**src/rtl/serial_pattern_tx.sv**
```systemverilog
// rtl/serial_pattern_tx.sv - MSB-first serial pattern transmitter with repeat count
// Optional inter-frame gap cycle: define SERIAL_TX_GAP_EN.
module serial_pattern_tx #(
   parameter int PAT_WIDTH = 4,
   parameter int CNT_WIDTH = 4
) (
   input  logic                 clk,
   input  logic                 n_rst,
   input  logic                 start,
   input  logic [PAT_WIDTH-1:0] pattern,
   input  logic [CNT_WIDTH-1:0] repeat_cnt,
   output logic                 o,
   output logic                 o_valid,
   output logic                 busy,
   output logic                 done
);

   localparam int BW = $clog2(PAT_WIDTH);
   localparam logic [BW-1:0] LAST_IDX = BW'(PAT_WIDTH - 1);

   typedef enum logic [1:0] {
      IDLE  = 2'd0,
      SHIFT = 2'd1,
`ifdef SERIAL_TX_GAP_EN
      GAP   = 2'd2,
`endif
      DONE  = 2'd3
   } state_t;

   state_t               state;
   state_t               state_nx;
   logic [PAT_WIDTH-1:0] shift_reg;
   logic [PAT_WIDTH-1:0] pat_copy;
   logic [CNT_WIDTH-1:0] reps;
   logic [BW-1:0]        bit_cnt;
   logic                 last_bit;

   assign last_bit = (bit_cnt == LAST_IDX);

   always_ff @(posedge clk) begin
      if (!n_rst) begin
         state <= IDLE;
      end else begin
         state <= state_nx;
      end
   end

   always_comb begin
      state_nx = state;
      o        = 1'b0;
      o_valid  = 1'b0;
      busy     = 1'b0;
      done     = 1'b0;
      case (state)
         IDLE: begin
            if (start) state_nx = SHIFT;
         end
         SHIFT: begin
            o       = shift_reg[PAT_WIDTH-1];
            o_valid = 1'b1;
            busy    = 1'b1;
            if (last_bit) begin
               if (reps != '0) begin
`ifdef SERIAL_TX_GAP_EN
                  state_nx = GAP;
`else
                  state_nx = SHIFT;
`endif
               end else begin
                  state_nx = DONE;
               end
            end
         end
`ifdef SERIAL_TX_GAP_EN
         GAP: begin
            busy     = 1'b1;
            state_nx = SHIFT;
         end
`endif
         DONE: begin
            busy     = 1'b1;
            done     = 1'b1;
            state_nx = IDLE;
         end
         default: state_nx = IDLE;
      endcase
   end

   // The next frame is reloaded on the last bit so a gap cycle only has to hold.
   always_ff @(posedge clk) begin
      if (!n_rst) begin
         shift_reg <= '0;
         pat_copy  <= '0;
         reps      <= '0;
         bit_cnt   <= '0;
      end else begin
         case (state)
            IDLE: begin
               if (start) begin
                  shift_reg <= pattern;
                  pat_copy  <= pattern;
                  reps      <= repeat_cnt;
                  bit_cnt   <= '0;
               end
            end
            SHIFT: begin
               if (last_bit && reps != '0) begin
                  reps      <= reps - 1'b1;
                  shift_reg <= pat_copy;
                  bit_cnt   <= '0;
               end else if (last_bit) begin
                  shift_reg <= {shift_reg[PAT_WIDTH-2:0], 1'b0};
                  bit_cnt   <= '0;
               end else begin
                  shift_reg <= {shift_reg[PAT_WIDTH-2:0], 1'b0};
                  bit_cnt   <= bit_cnt + 1'b1;
               end
            end
            default: ;
         endcase
      end
   end

endmodule

```
**config.mk**
```make
export PLATFORM = sky130hd
export DESIGN_NAME = serial_pattern_tx
export DESIGN_NICKNAME = d
export VERILOG_FILES = /design/src/rtl/serial_pattern_tx.sv
export SDC_FILE = /design/constraint.sdc
export NUM_CORES = 1
export LEC_CHECK = 0
export CORE_MARGIN = 3
export CORE_UTILIZATION = 30
export DETAILED_ROUTE_END_ITERATION = 6
export DONT_BUFFER_PORTS = 1
export PLACE_DENSITY = 0.51
export SLEW_MARGIN = 20
export SYNTH_ARGS = -nofsm -noshare
export SYNTH_HDL_FRONTEND = slang
export SYNTH_SLANG_ARGS = --single-unit
```
**constraint.sdc**
```tcl
create_clock -name clk -period 2.2 [get_ports clk]
set_clock_uncertainty 0.2 [all_clocks]
set_input_delay 0.11 -clock clk [delete_from_list [all_inputs] [get_ports clk]]
set_output_delay 0.11 -clock clk [all_outputs]
set_load 0.01 [all_outputs]
```
; ---- Word level (Yosys, flattened, before mapping)
; Cells that the tools add are included.
[op_classes]
add_sub_neg = 2
eq_ne = 6
muxes = 18
reduce_logical = 9
[op_table]
columns = op, n
row1 = two-way mux 4 bit, 4
row2 = one-hot mux 4 bit (2 select lines), 2
row3 = two-way mux 2 bit, 6
row4 = one-hot mux 2 bit (2 select lines), 2
row5 = != test 2 bit (second input constant), 3
row6 = AND reduction 2 bit, 3
row7 = == test 2 bit (second input constant), 2
row8 = two-way mux 1 bit, 4
row9 = nonzero test 4 bit, 1
row10 = subtractor 4 x 1 -> 4 bit (second input constant), 1
row11 = AND reduction 3 bit, 1
row12 = adder 2 x 1 -> 2 bit (second input constant), 1
row13 = == test 2 x 1 -> 1 bit (second input constant), 1
row14 = zero test 2 bit, 1
row15 = nonzero test 2 bit, 1
row16 = OR reduction 2 bit, 1
row17 = logical AND 1 bit, 1
[word_totals]
regBits = 16
in_bits = 11
output_inout_bits = 4

; ---- Depth between registers and ports, before layout
; Gate-level depths: netlist (run 1).
[logic_depth]
ltp_word = 4
ltp_mapped = 5
ltp_nobuf = 5

; ---- Worst setup path before layout (run 1)
; OpenSTA, ideal clock, no wires.
[synth_path]
path_kind = reg-to-reg
start = register reps[0]
end = register reps[0]
setup_ns = 0.059
t_arrival_ns = 1.432
t_required_ns = 1.941
setup_slack_ns = 0.509
stages_incl_launch_ff = 6
period_less_slack_ns = 1.691
cell_sequence = dfxtp_1 > inv_1 > ha_1 > or3b_2 > a311oi_1 > o31a_1
[synth_between]
elab_chain_len = 4
word_cells_on_any_way = 7
classes_between = add/sub: 1 / eq/ne: 1 / mux: 2 / reduce/logical: 3
[synth_lines]
columns = item, line
row1 = "start, declared", 34  ; logic [CNT_WIDTH-1:0] reps;
row2 = "start signal, assigned", 102  ; reps <= repeat_cnt;
row3 = "start signal, assigned", 108  ; reps <= reps - 1'b1;
row4 = branches (longest 4 deep; another with subtractor 4 x 1 -> 4 bit), n/a
; Parallel ways; which one is timed is not known. The select of a mux whose other input is x is not followed.
; A chain may end at the register's enable or synchronous reset.

; ---- Final worst setup path (run 1)
[layout_path]
start = register state[1]
end = register shift_reg[0]
[layout_between]
elab_chain_len = 3
word_cells_on_any_way = 6
classes_between = eq/ne: 2 / mux: 1 / reduce/logical: 3
[layout_lines]
columns = item, line
row1 = "start, declared", 30  ; state_t state;
row2 = "start signal, assigned", 44  ; state <= state_nx;
row3 = == test 2 x 1 -> 1 bit / zero test 2 bit (equally long branches), 97  ; case (state)
row4 = nonzero test 2 bit (no line) / != test 2 bit (equally long branches), n/a
row5 = AND reduction 2 bit (no line), n/a
row6 = "end signal, assigned", 100  ; shift_reg <= pattern;
row7 = "end signal, assigned", 109  ; shift_reg <= pat_copy;
row8 = "end signal, assigned", 112  ; shift_reg <= {shift_reg[PAT_WIDTH-2:0], 1'b0};
row9 = "end, declared", 32  ; logic [PAT_WIDTH-1:0] shift_reg;
; Several ways; a longest one is shown, not always the timed one.

==> flow_summary.json, run 1 <==
{
  "ys_types": 34,
  "nets": 123,
  "cp.arrival_ns": 1.87,
  "ys_ff_latch": 16,
  "finalSetupViolations": 0,
  "rows": 18,
  "r2r.worst_path.cells": 4,
  "pwr-share-comb": 0.183,
  "ios": 15,
  "p_seq_frac": 0.505,
  "p_leak_nw": 0.382,
  "cts_made_buffers": 3,
  "hold_viol": 0,
  "p_int_mw": 0.467,
  "netlist_area_um2": 855,
  "grt_pass1_wl_mm": 3.55,
  "sw_frac_of_total": 0.275,
  "final_util": 0.397,
  "ctsLongestPathBuffers": 2,
  "synth_cells": 99,
  "path_max_fanout": 9,
  "syn_avg_cell_area_um2": 8.63,
  "dr_total_vias": 802,
  "grt.overflow.total": 0,
  "cts_root_buf": "clkbuf_4",
  "worstHoldEndpoint": "reps[1]",
  "yosysWarnings": 0,
  "drt_iter0_markers": 25,
  "finalPower_mw": 0.643,
  "start_kind": "register",
  "maxSlewHeadroom": 0.680,
  "p_per_area_mw_per_mm2": 626,
  "design.core.area_mm2": 0.00259,
  "drv_slew": 0,
  "p_switching_mw": 0.177,
  "antenna_cells": 0,
  "worst-setup-path-type": "register to register",
  "die_h_um": 59.4,
  "hold_path.class": "input port to register",
  "syn2layout_area_growth_pct": 20.4,
  "drv_cap": 0,
  "grt_max_degree": 16,
  "hold_path_depth": 3,
  "start_util": 0.330,
  "timing.final.crit_share": 0.848,
  "fillers": 267,
  "grt_usage": 0.134,
  "grt_antenna_before_repair": 0,
  "tightest_slew_ns": 0.478,
  "synth_fp_nets": 112,
  "crit_path_end_kind": "register",
  "drt_pre_antenna_iters": 4,
  "dp_hpwl_mm": 1.44,
  "die_x_um": 59.4,
  "io_buffer_count": 0,
  "rr_startpoint": "state[1]",
  "max_freq_mhz": 536,
  "r2r_slack_ns": 0.34,
  "status": "finished, final reports clean",
  "vias_per_cell": 5.77,
  "fin_setup_tns_ns": 0,
  "required_ns": 2.21,
  "clk_latency_ns": 0.29,
  "peakVddDrop_mv": 0.410,
  "gp_congestion": 0.830,
  "r2r-end": "shift_reg[0]",
  "drt-total-wl_mm": 2.05,
  "min_from": "start",
  "rsz0062_at_grt": "no",
  "yosysSeqAreaShare": 0.375,
  "die_area_mm2": 0.00352,
  "clockPowerShare": 0.312,
  "remaining_drc_errors": 0,
  "final_layout_size_suffix_gt1_frac": 0.0734,
  "htreeDepth": 1,
  "tritoncts": "built",
  "wl_per_cell_um": 14.8,
  "cts_setup_buffers": 0,
  "clkSinkCount": 16,
  "period_needed_ns": 1.86,
  "grt_pass1_vias": 772,
  "clkTransAtPathRegs_ns": 0.10,
  "antenna_left": 0
}
==> cell families after synthesis <==
family                   count (synthesis)  synth area share
flip-flops                              16             0.375
multiplexers                             6            0.0703
buffers and inverters                   15            0.0688
AND/OR/NAND/NOR                         33             0.211
AO/OA/AOI/OAI                           27             0.246
adder cells (fa/ha/maj)                  2            0.0293
==> cell usage after synthesis <==
| cell type | instances | area [um2] |
|---|---|---|
| ha_1 | 2 | 25.0 |
| nor3b_1 | 4 | 30.0 |
| o32ai_1 | 1 | 8.76 |
| o2111ai_1 | 3 | 26.3 |
| o22ai_1 | 1 | 6.26 |
| buf_2 | 2 | 10.0 |
| mux2i_1 | 6 | 60.1 |
| o21ai_0 | 2 | 10.0 |
| o211a_1 | 1 | 10.0 |
| nand3_1 | 5 | 25.0 |
| o31a_1 | 1 | 8.76 |
| o21bai_1 | 1 | 7.51 |
| nand2_1 | 2 | 7.51 |
| a221oi_1 | 1 | 8.76 |
| o31ai_1 | 1 | 7.51 |
| nand2b_1 | 2 | 12.5 |
| or4_1 | 1 | 7.51 |
| or3b_2 | 1 | 8.76 |
| a31oi_1 | 2 | 12.5 |
| a311oi_1 | 1 | 8.76 |
| dfxtp_1 | 16 | 320 |
| clkbuf_1 | 6 | 22.5 |
| a22oi_1 | 4 | 30.0 |
| a21oi_1 | 1 | 5.00 |
| inv_1 | 7 | 26.3 |
| nand3b_1 | 1 | 7.51 |
| and2_1 | 3 | 18.8 |
| a41oi_1 | 1 | 8.76 |
| a211oi_1 | 1 | 7.51 |
| nor3_1 | 2 | 10.0 |
| nor2_1 | 9 | 33.8 |
| a211o_1 | 1 | 8.76 |
| o221ai_1 | 4 | 35.0 |
| nor2b_1 | 3 | 18.8 |
==> power groups by stage <==
stage / logic, mW / registers (mW) / clock network (mW)
after global routing: 0.131 / 0.328 / 0.221
final: 0.117 / 0.325 / 0.201
after global placement: 0.0944 / 0.331 / 0
after detailed placement: 0.0954 / 0.331 / 0
after CTS: 0.118 / 0.325 / 0.208
after floorplan: 0.0807 / 0.324 / 0
==> placed cells by master, fill, tap and decap left out <==
cell           Yosys  routed
nor3b_1            4       4
buf_4              0       3
or3b_2             1       1
a31oi_1            2       2
o211a_1            1       1
nor2b_1            3       3
a22oi_1            4       4
nand3_1            5       5
ha_1               2       2
nor3_1             2       2
nand2_1            2       2
dlygate4sd3_1      0      11
a41oi_1            1       1
o221ai_1           4       4
o21bai_1           1       1
a211o_1            1       1
mux2i_1            6       6
o31a_1             1       1
o21ai_0            2       2
clkbuf_4           0       3
o22ai_1            1       1
clkbuf_8           0       1
nand2b_1           2       2
o2111ai_1          3       3
a21oi_1            1       1
inv_1              7       7
a221oi_1           1       1
o31ai_1            1       1
or4_1              1       1
nand3b_1           1       1
a211oi_1           1       1
o32ai_1            1       1
nor2_1             9       9
a311oi_1           1       1
dfxtp_1           16      16
and2_1             3       3
==> critical path, cell delays in order, from the launching register on <==
cell           delay (ns)
dfxtp_1              0.47
nand2b_1             0.18
o22ai_1              0.08
dlygate4sd3_1        0.56
a221oi_1             0.28
==> final cells by class <==
type / count / area, um2 / area share
inverters: 7 / 26.3 / 0.0255
multi-input cells: 68 / 475 / 0.462
well taps: 30 / 37.5 / 0.0365
flip-flops and latches: 16 / 320 / 0.311
clock buffers: 4 / 36.3 / 0.0353
repair buffers: 14 / 133 / 0.129
==> metrics by stage <==
step	hold slack, ns	instance area, um2	setup slack, ns	instances
floorplan	0.0571	855	0.509	99
global placement	0.0412	882	0.424	124
detailed placement	0.0474	882	0.392	124
CTS	0.00201	1030	0.353	139
global route	0.0187	1030	0.235	139
finish	0.00749	1030	0.335	139
==> worst max-delay path by stage <==
| stage | startpoint | endpoint | slack [ns] | cells after the start |
|---|---|---|---|---|
| floorplan | reps[0] | reps[0] | 0.51 | 5 |
| global placement | reps[0] | reps[2] | 0.42 | 5 |
| detailed placement | reps[0] | reps[2] | 0.39 | 5 |
| CTS | state[1] | shift_reg[0] | 0.35 | 4 |
| global route | reps[0] | reps[2] | 0.23 | 5 |
| finish | state[1] | shift_reg[0] | 0.34 | 4 |
==> routing by layer <==
metal,vias to the layer above,wire length (um),global-route usage
met3,2,178,0.0588
met5,-,0,0
met2,21,892,0.197
met4,0,15,0.0388
li1,387,-,-
met1,392,967,0.176
==> what timing repair did <==
action / in CTS / in global routing
hold buffers: 11 / 0
hold endpoints to repair: 15 / 0
resized for setup: 0 / 0
Power figures use the tool's default switching activity.
==> run 2: changes to the inputs <==
- clock period: 2.2 -> 1.86 ns (I/O delays scaled with it)
==> flow_summary.json, run 2 (synthesis results as in run 1) <==
{
  "status": "finished, final reports clean",
  "finalHoldWorstSlack_ns": 0.102,
  "required_ns": 1.91,
  "dp_hpwl_mm": 1.57,
  "grt_usage": 0.142,
  "p_leak_nw": 0.403,
  "clkTransAtPathRegs_ns": 0.11,
  "clkSinkCount": 16,
  "nets": 126,
  "min_from": "start",
  "cts_root_buf": "clkbuf_4",
  "fillers": 260,
  "seqCellArea_um2": 320,
  "remaining_drc_errors": 0,
  "period_needed_ns": 1.73,
  "drv_slew": 0,
  "grt_pass1_wl_mm": 3.80,
  "final_layout_size_suffix_gt1_frac": 0.134,
  "r2r-end": "reps[0]",
  "syn2layout_area_growth_pct": 25.0,
  "dr_total_vias": 815,
  "crit_path_end_kind": "register",
  "drt-total-wl_mm": 2.15,
  "grt_antenna_before_repair": 0,
  "peakVddDrop_mv": 0.435,
  "final_util": 0.413,
  "die_area_mm2": 0.00352,
  "start_kind": "register",
  "start_util": 0.330,
  "p_per_area_mw_per_mm2": 729,
  "design.core.area_mm2": 0.00259,
  "rows": 18,
  "drt_pre_antenna_iters": 4,
  "dpl_cell_area_um2": 912,
  "numPlacedInstances": 128,
  "r2r_slack_ns": 0.13,
  "drt_iter0_markers": 17,
  "max_freq_mhz": 578,
  "htreeDepth": 1,
  "critPathMaxStageDelay_ns": 0.43,
  "worst-setup-path-type": "register to register",
  "gp_congestion": 0.802,
  "clk_latency_ns": 0.30,
  "antenna_left": 0,
  "maxSlewHeadroom": 0.708,
  "vias_per_cell": 5.74,
  "rsz0062_at_grt": "no",
  "hold_path.class": "input port to register",
  "worstHoldEndpoint": "pat_copy[0]",
  "die_x_um": 59.4,
  "hold_viol": 0,
  "stdcell_count": 142,
  "mostFrequentLayoutCell": "dfxtp_1",
  "fin_ws_ns": 0.130,
  "grt_max_degree": 14,
  "r2r.worst_path.cells": 5,
  "die_h_um": 59.4,
  "tritoncts": "built",
  "cp_cell_sequence": "inv_1 -> ha_1 -> or3b_4 -> a311oi_2 -> o31a_1",
  "ios": 15,
  "drv_cap": 0,
  "slowest_stage": "or3b_4",
  "io_buffer_count": 0,
  "cts_made_buffers": 3,
  "path_max_fanout": 5,
  "multi_input_area_um2": 495,
  "ctsLongestPathBuffers": 2,
  "antenna_cells": 0,
  "grt_pass1_vias": 849,
  "wl_per_cell_um": 15.2,
  "timing.final.crit_share": 0.930,
  "hold_path_depth": 4,
  "final_cell_mix": "16 x dfxtp_1, 10 x dlygate4sd3_1, 9 x nor2_1",
  "stdcell_area_mm2": 0.00107,
  "dp_slack_ns": 0.0465,
  "fin_setup_tns_ns": 0,
  "rr_startpoint": "reps[0]",
  "grt.overflow.total": 0,
  "cp.arrival_ns": 1.78,
  "finalSetupViolations": 0,
  "finalPower_mw": 0.779,
  "tightest_slew_ns": 0.437
}
[run 2: metal layers]
metal  GRT usage  wire, um  up-vias  share of wire
met1       0.177       997      399           0.46
met3      0.0545       168        2          0.078
li1            -         -      396              -
met5           0         0        -              0
met2       0.232       974       18           0.45
met4      0.0291        13        0         0.0060
[run 2: how the worst max path moves through the flow]
stage,start,slack (ns),endpoint,cells past startpoint
global route,state[0],0.05,o,3
global placement,reps[1],0.1,reps[1],5
detailed placement,reps[0],0.05,reps[2],5
CTS,reps[0],0.03,reps[2],5
floorplan,reps[0],0.17,reps[0],5
finish,reps[0],0.13,reps[0],5
[run 2: power breakdown]
| part | switching (mW) | leakage, nW | internal, mW |
|---|---|---|---|
| clock | 0.125 | 0.0210 | 0.119 |
| sequential | 0.0193 | 0.132 | 0.364 |
| combinational | 0.0752 | 0.250 | 0.0764 |
[run 2: cell type report]
class | count | area share
repair buffers | 17 | 0.143
well taps | 30 | 0.0351
multi-input cells | 68 | 0.464
flip-flops and latches | 16 | 0.300
clock buffers | 4 | 0.0340
inverters | 7 | 0.0246
[run 2: what timing repair did]
item	in CTS	in global routing
hold endpoints to repair	15	0
buffers inserted	0	0
hold buffers	10	0
endpoints found under the setup margin	0	4
gates resized for setup	0	4
[run 2: worst max-delay path: cells and delay by family, from the launching register on]
| kind | cells | cell delay, ns |
|---|---|---|
| flip-flops | 1 | 0.35 |
| buffers and inverters | 1 | 0.09 |
| AO/OA/AOI/OAI | 2 | 0.42 |
| AND/OR/NAND/NOR | 1 | 0.43 |
| adder cells (fa/ha/maj) | 1 | 0.20 |
==> run 3: changes to the inputs <==
- CELL_PAD_IN_SITES_DETAIL_PLACEMENT: not set -> 0
- CELL_PAD_IN_SITES_GLOBAL_PLACEMENT: not set -> 2
- PLACE_DENSITY: 0.51 -> 0.72
==> flow_summary.json, run 3 (synthesis results as in run 1) <==
{
  "start_util": 0.330,
  "crit_path_end_kind": "register",
  "finalHoldWorstSlack_ns": 0.110,
  "final_cell_mix": "16 x dfxtp_1, 10 x dlygate4sd3_1, 9 x nor2_1",
  "pwr-share-comb": 0.197,
  "cts_setup_buffers": 0,
  "cp_cell_sequence": "inv_1 -> ha_1 -> or3b_4 -> a311oi_1 -> o31a_1",
  "p_int_mw": 0.560,
  "p_switching_mw": 0.219,
  "rsz0062_at_grt": "no",
  "cts_root_buf": "clkbuf_4",
  "mostFrequentLayoutCell": "dfxtp_1",
  "timing.final.crit_share": 0.945,
  "worst-setup-path-type": "register to register",
  "period_needed_ns": 1.76,
  "drv_cap": 0,
  "drt_pre_antenna_iters": 4,
  "clockPowerShare": 0.314,
  "clkSinkCount": 16,
  "hold_path_depth": 4,
  "grt_pass1_wl_mm": 3.57,
  "dpl_cell_area_um2": 912,
  "fin_ws_ns": 0.103,
  "grt_usage": 0.138,
  "required_ns": 1.91,
  "seqCellArea_um2": 320,
  "hold_path.class": "input port to register",
  "slowest_stage": "or3b_4",
  "design.core.area_mm2": 0.00259,
  "peakVddDrop_mv": 0.453,
  "fin_setup_tns_ns": 0,
  "wl_per_cell_um": 15.5,
  "finalSetupViolations": 0,
  "max_freq_mhz": 569,
  "clk_latency_ns": 0.30,
  "drv_slew": 0,
  "stdcell_area_mm2": 0.00106,
  "hold_viol": 0,
  "tightest_slew_ns": 0.453,
  "ios": 15,
  "gp_congestion": 0.828,
  "remaining_drc_errors": 0,
  "dr_total_vias": 797,
  "grt.overflow.total": 0,
  "vias_per_cell": 5.61,
  "critPathMaxStageDelay_ns": 0.43,
  "drt_iter0_markers": 21,
  "p_leak_nw": 0.402,
  "dp_slack_ns": 0.0569,
  "cp.arrival_ns": 1.81,
  "antenna_cells": 0,
  "syn2layout_area_growth_pct": 24.3,
  "die_x_um": 59.4,
  "sw_frac_of_total": 0.282,
  "p_seq_frac": 0.489,
  "final_layout_size_suffix_gt1_frac": 0.125,
  "start_kind": "register",
  "r2r.worst_path.cells": 5,
  "ctsLongestPathBuffers": 2,
  "grt_pass1_vias": 724,
  "antenna_left": 0,
  "drt-total-wl_mm": 2.20,
  "rows": 18,
  "grt_antenna_before_repair": 0,
  "maxSlewHeadroom": 0.697,
  "grt_max_degree": 14,
  "status": "finished, final reports clean",
  "die_area_mm2": 0.00352,
  "path_max_fanout": 5,
  "multi_input_area_um2": 489,
  "io_buffer_count": 0,
  "nets": 126,
  "clkTransAtPathRegs_ns": 0.10,
  "p_per_area_mw_per_mm2": 733,
  "tritoncts": "built",
  "htreeDepth": 1,
  "die_h_um": 59.4,
  "cts_made_buffers": 3,
  "dp_hpwl_mm": 1.56,
  "fillers": 270
}
[run 3: worst max-delay path, delay by kind of cell, from the launching register on]
kind,cells,cell delay [ns]
AO/OA/AOI/OAI,2,0.47
adder cells (fa/ha/maj),1,0.20
buffers and inverters,1,0.08
flip-flops,1,0.34
AND/OR/NAND/NOR,1,0.43
[run 3: power by group through the flow]
stage | registers [mW] | logic, mW | clock network (mW)
floorplan | 0.383 | 0.0955 | 0
global placement | 0.388 | 0.125 | 0
detailed placement | 0.388 | 0.124 | 0
CTS | 0.380 | 0.148 | 0.250
global route | 0.384 | 0.170 | 0.265
finish | 0.381 | 0.154 | 0.244
[run 3: area by class of cell]
cell class                      instances  share of cell area
Tap cell                               30              0.0353
Sequential cell                        16               0.302
Multi-Input combinational cell         68               0.461
Timing Repair Buffer                   17               0.144
Clock buffer                            4              0.0342
Inverter                                7              0.0247
[run 3: per-layer routing]
layer	wire length (um)	track usage
met1	1080	0.189
met2	933	0.187
met3	150	0.0588
met4	40	0.0583
met5	0	0
[run 3: repair_timing]
action,4_1_cts,5_1_grt
gates resized for setup,0,3
hold endpoints to repair,15,0
setup endpoints to repair,0,6
hold buffers,10,0
[run 3: path summary, 6_finish.rpt]
| kind | start | endpoint | slack (ns) |
|---|---|---|---|
| max | reps[1] | reps[0] | 0.10 |
| min | start | pat_copy[0] | 0.11 |
| max reg2reg | reps[1] | reps[0] | 0.10 |
| min reg2reg | pat_copy[2] | pat_copy[2] | 0.31 |
[run 3: stage by stage]
stage / util / std cells / power (mW)
2_1_floorplan: - / 99 / 0.478
3_5_place_dp: 0.352 / 128 / 0.512
6_report: 0.410 / 142 / 0.779
4_1_cts: 0.405 / 142 / 0.779
5_1_grt: 0.410 / 142 / 0.819
3_3_place_gp: 0.352 / 128 / 0.512
